## src/rtl/mb_arbiter.sv

```systemverilog
// Round-robin arbiter sharing one single-port memory among NM masters.
// Grants are burst-locked while req stays high; a watchdog revokes overlong grants.
module mb_arbiter #(
  parameter int NM  = 3,
  parameter int ASZ = 17,
  parameter int DSZ = 8,
  parameter int TMO = 1024
) (
  input  logic              clk,
  input  logic              rst,
  input  logic [NM-1:0]     req_i,
  input  logic [NM-1:0]     we_i,
  input  logic [NM*ASZ-1:0] ai_i,
  input  logic [NM*DSZ-1:0] vo_i,
  output logic [NM-1:0]     gnt_o,
  output logic [NM-1:0]     rdy_o,
  output logic [DSZ-1:0]    vi_o,
  output logic              err_o,
  output logic              mem_we_o,
  output logic [ASZ-1:0]    mem_ai_o,
  output logic [DSZ-1:0]    mem_vo_o,
  input  logic [DSZ-1:0]    mem_vi_i
);
  localparam int OW = (NM > 1) ? $clog2(NM) : 1;
  localparam int CW = (TMO > 0) ? $clog2(TMO + 1) : 1;
  localparam logic [CW-1:0] TLIM = (TMO > 0) ? CW'(TMO - 1) : '0;

  typedef enum logic [1:0] {IDLE = 2'd0, GNT = 2'd1} state_e;

  state_e        state_q, state_d;
  logic [OW-1:0] own_q, own_d, last_q, last_d, pick;
  logic [CW-1:0] cnt_q, cnt_d;
  logic [NM-1:0] gnt_q, gnt_d, rdy_q, rdy_d, mask_q, mask_d, elig;
  logic          err_q, err_d, found;
  int            pidx;

  assign elig = req_i & ~mask_q;

  // Scan last+1, last+2, ... so the most recent owner ends up lowest priority.
  always_comb begin
    pick  = '0;
    found = 1'b0;
    pidx  = 0;
    for (int k = 1; k <= NM; k++) begin
      pidx = (int'(last_q) + k) % NM;
      if (!found && elig[pidx]) begin
        found = 1'b1;
        pick  = OW'(pidx);
      end
    end
  end

  always_comb begin
    state_d = state_q;
    own_d   = own_q;
    last_d  = last_q;
    cnt_d   = cnt_q;
    gnt_d   = gnt_q;
    err_d   = 1'b0;
    mask_d  = mask_q & req_i;
    rdy_d   = gnt_q & ~we_i;
    case (state_q)
      IDLE: begin
        gnt_d = '0;
        if (found) begin
          own_d   = pick;
          gnt_d   = NM'(1) << pick;
          cnt_d   = '0;
          state_d = GNT;
        end
      end
      GNT: begin
        if (cnt_q != '1) cnt_d = cnt_q + CW'(1);
        // A release on the same edge as the timeout wins: no err, no mask.
        if (!req_i[own_q]) begin
          gnt_d   = '0;
          last_d  = own_q;
          state_d = IDLE;
        end else if (TMO != 0 && cnt_q == TLIM) begin
          gnt_d         = '0;
          last_d        = own_q;
          mask_d[own_q] = 1'b1;
          err_d         = 1'b1;
          state_d       = IDLE;
        end
      end
      default: begin
        gnt_d   = '0;
        state_d = IDLE;
      end
    endcase
  end

  always_ff @(posedge clk or posedge rst) begin
    if (rst) begin
      state_q <= IDLE;
      own_q   <= '0;
      last_q  <= OW'(NM - 1);
      cnt_q   <= '0;
      gnt_q   <= '0;
      rdy_q   <= '0;
      err_q   <= 1'b0;
      mask_q  <= '0;
    end else begin
      state_q <= state_d;
      own_q   <= own_d;
      last_q  <= last_d;
      cnt_q   <= cnt_d;
      gnt_q   <= gnt_d;
      rdy_q   <= rdy_d;
      err_q   <= err_d;
      mask_q  <= mask_d;
    end
  end

  // Memory port follows the owner only while a grant is live, so no stray writes.
  always_comb begin
    mem_we_o = 1'b0;
    mem_ai_o = '0;
    mem_vo_o = '0;
    if (gnt_q != '0) begin
      mem_we_o = we_i[own_q];
      mem_ai_o = ai_i[own_q*ASZ +: ASZ];
      mem_vo_o = vo_i[own_q*DSZ +: DSZ];
    end
  end

  assign gnt_o = gnt_q;
  assign rdy_o = rdy_q;
  assign err_o = err_q;
  assign vi_o  = mem_vi_i;
endmodule
```

## config.mk

```make
export PLATFORM = sky130hd
export DESIGN_NAME = mb_arbiter
export DESIGN_NICKNAME = d
export VERILOG_FILES = /design/src/rtl/mb_arbiter.sv
export SDC_FILE = /design/constraint.sdc
export NUM_CORES = 1
export LEC_CHECK = 0
export CORE_MARGIN = 2
export CORE_UTILIZATION = 25
export CTS_CLUSTER_DIAMETER = 100
export DETAILED_ROUTE_END_ITERATION = 7
export GPL_TIMING_DRIVEN = 0
export HOLD_SLACK_MARGIN = 0.06
export PLACE_DENSITY = 0.7
export SLEW_MARGIN = 20
export SYNTH_ARGS = -nofsm -noshare
export SYNTH_HDL_FRONTEND = slang
export SYNTH_SLANG_ARGS = --single-unit
```

## constraint.sdc

```tcl
create_clock -name clk -period 1.9 [get_ports clk]
set_input_delay 0.38 -clock clk [delete_from_list [all_inputs] [get_ports clk]]
set_output_delay 0.38 -clock clk [all_outputs]
set_load 0.01 [all_outputs]
```

==> reports/results.ini <==
[timing]
fin_skew_ns = 0.00366
fmaxAchievable_mhz = 506
period_needed_ns = 1.98
fin_ws_ns = -0.0771
worstMarginPinSlew_ns = 0.944
rsz0062_at_grt = true
finalSetupViolations = 13
hold_viol = 0
finalCritPeriodShare_pct = 104
final_max_slew_viol_count = 0
slew_headroom_pct = 36.7
fin_hold_ws_ns = 0.512

[clock_network]
cts.sinks = 26
cts_max_path_buffers = 2
clk_latency_ns = 0.27
cts-root-buf = clkbuf_8
numCtsBuffers = 3
path_clk_slew_ns = 0.09
ctsHoldBuffers = 0
cts_htree_levels = 1
cts_tree = done

[drt]
met3_length_microns = 372
wire_per_inst_microns = 14.7
dr_wl_met2_microns = 3910
drt-total-wl_microns = 7570
drc = 0
top_layer = met4
avgViaCountPerCell = 4.76
first_pass_iters = 4
initialDrtViolationCount = 83
wl_met1_microns = 3190
vias = 2447
drtAntennaViolNets = 0

[die]
die_y_microns = 96.5
design.core.area_sq_um = 8260
fp.dieArea_sq_um = 9300
placementRows = 33
ioPinCount = 132
fp.dieW_microns = 96.5
initial_core_util_pct = 25.9

[worst_setup_path]
start_kind = input port
r2r_start = own_q[0]
critical_path_class = input port to register
critPathMaxFanout = 6
endpoint_kind = register
startpoint = req_i[1]
regToRegEndpoint = last_q[0]
crit_required_ns = 2.06
cp.arrival_ns = 2.14
r2r_slack_ns = -0.07
reg2reg_depth = 8

[status]
status = finished with violations
violations = negative setup slack

[logic_synthesis]
syn_inst = 265
synth_top_area_share_pct = 29.3
synth_edf_count = 0
synth_nets = 360
seq_area_frac_synth_pct = 30.5
post-synth-top-area-cell = dfrtp_1
yosysMostFrequentCell = nor2_1
ys_seq_elements = 26
avgSynthCellArea_sq_um = 8.06
async_flop_share_pct = 100
synth_ff_type = dfrtp_1
synthTopCellsByCount = nor2_1 (63), a21oi_1 (31), mux2i_1 (28), dfrtp_1 (25), nand2_1 (11)
yosysUniqueCellTypes = 50
yosys_warnings = 0
synth_area_sq_um = 2140
synth_area_leaders = dfrtp_1 (29%), mux2i_1 (13%), nor2_1 (11%), a21oi_1 (7.3%), buf_4 (3.2%)

[cells_and_area]
area_growth_pct = 78.0
instances_no_fill = 514
layout-drive-gt1-share_pct = 21.8
fin_nets = 505
fill_cells = 810
fin_util_pct = 46.1
num_antenna_cells = 0

[placement]
preCtsSetupSlack_ns = -0.490
placed_cells = 493
io_buffers = 123
gp_congestion = 0.922
place_hpwl_microns = 5620

[grt]
grt_pass1_vias = 2187
grt_start_max_net_pins = 27
antenna_found_initial = 0
grt_usage_pct = 14.3
grt_pass1_wl_microns = 10500
grt-ovfl-total = 0

[worst_hold_path]
hold_class = input port to async pin

[power]
powerDensity_nw_per_um2 = 1310
total_power_mw = 4.99
irDropWorstVdd_mv = 0.449
p_leak_nw = 1.63

[run]
drv_cap = 0

-- where the power goes --
part | switching, mW | total, mW | internal (mW)
clock | 0.171 | 0.321 | 0.150
sequential | 0.148 | 0.842 | 0.694
combinational | 1.90 | 3.83 | 1.93
total | 2.22 | 4.99 | 2.77
-- per-layer routing --
metal | track usage (%) | up-vias
met5 | 0 | -
met4 | 2.82 | 0
met3 | 2.48 | 8
met2 | 23.6 | 65
met1 | 19.7 | 1160
li1 | - | 1214
-- sequential cells by signal, indices dropped and copies added (netlist names) --
signal and count:
gnt_o 3, cnt_q 11, last_q 2, state_q 1, own_q 2, rdy_o 3
err_o 1, mask_q 3
-- how the worst max path moves through the flow --
stage | to | slack, ns | cells after the start
2_1_floorplan | own_q[0] | 0.01 | 6
3_3_place_gp | mem_ai_o[6] | -0.48 | 4
3_5_place_dp | mem_ai_o[6] | -0.49 | 4
4_1_cts | mem_ai_o[9] | -0.09 | 7
5_1_grt | mem_ai_o[11] | -0.16 | 7
6_report | last_q[0] | -0.08 | 6
-- final cells by class --
cell class | instances | area (sq um) | area share, %
plain buffers | 21 | 223 | 5.86
repair buffers | 141 | 1290 | 33.9
well taps | 105 | 131 | 3.45
inverters | 6 | 22.5 | 0.592
flip-flops and latches | 26 | 652 | 17.1
multi-input cells | 211 | 1440 | 37.9
clock buffers | 4 | 45.0 | 1.18
-- cells by family after synthesis --
| kind of cell | Yosys count | synth area share (%) |
|---|---|---|
| mux | 29 | 13.6 |
| fa+ha+maj | 4 | 2.34 |
| buf+inv | 29 | 7.08 |
| flops | 26 | 30.5 |
| simple gates | 110 | 25.6 |
| xor+xnor | 7 | 2.87 |
| compound gates | 60 | 17.9 |
-- through the flow --
stage | TNS [ns] | area (sq um)
2_1_floorplan | 0 | 2140
3_3_place_gp | -12.20 | 3500
3_5_place_dp | -12.54 | 3500
4_1_cts | -0.574 | 3660
5_1_grt | -3.15 | 3800
6_report | -0.384 | 3800
-- cell usage in the layout (no fill, tap or decap), drive strengths merged, types with 2 or more instances in the layout --
cell type,synthesis,final
nand2b,5,5
nand4,6,6
clkbuf,6,10
nand4bb,2,2
nand2,11,11
inv,6,5
a22o,3,3
buf,17,59
o2bb2ai,2,2
o21ai,7,7
nor2,64,64
a21oi,32,33
a21o,2,2
o21a,2,2
ha,4,4
a31oi,2,2
mux2i,28,28
xor2,5,5
nor3,5,5
nor2b,4,4
o31a,3,3
clkdlybuf4s50,0,97
dfrtp,25,25
xnor2,2,2
nand3,4,4
-- what timing repair did --
| action | 4_1_cts | 5_1_grt |
|---|---|---|
| pin swaps | 3 | 13 |
| endpoints found under the setup margin | 37 | 42 |
| buffers inserted | 10 | 7 |
| gates cloned | 0 | 2 |
| gates resized for setup | 137 | 23 |
-- critical path, cell delays in order --
cell and delay (ns):
clkdlybuf4s50_1 0.58, mux2i_1 0.11, o2bb2ai_1 0.31, a21boi_4 0.27, nand2b_4 0.16, mux2_1 0.32
No activity file was read; power rests on OpenSTA's default activity.
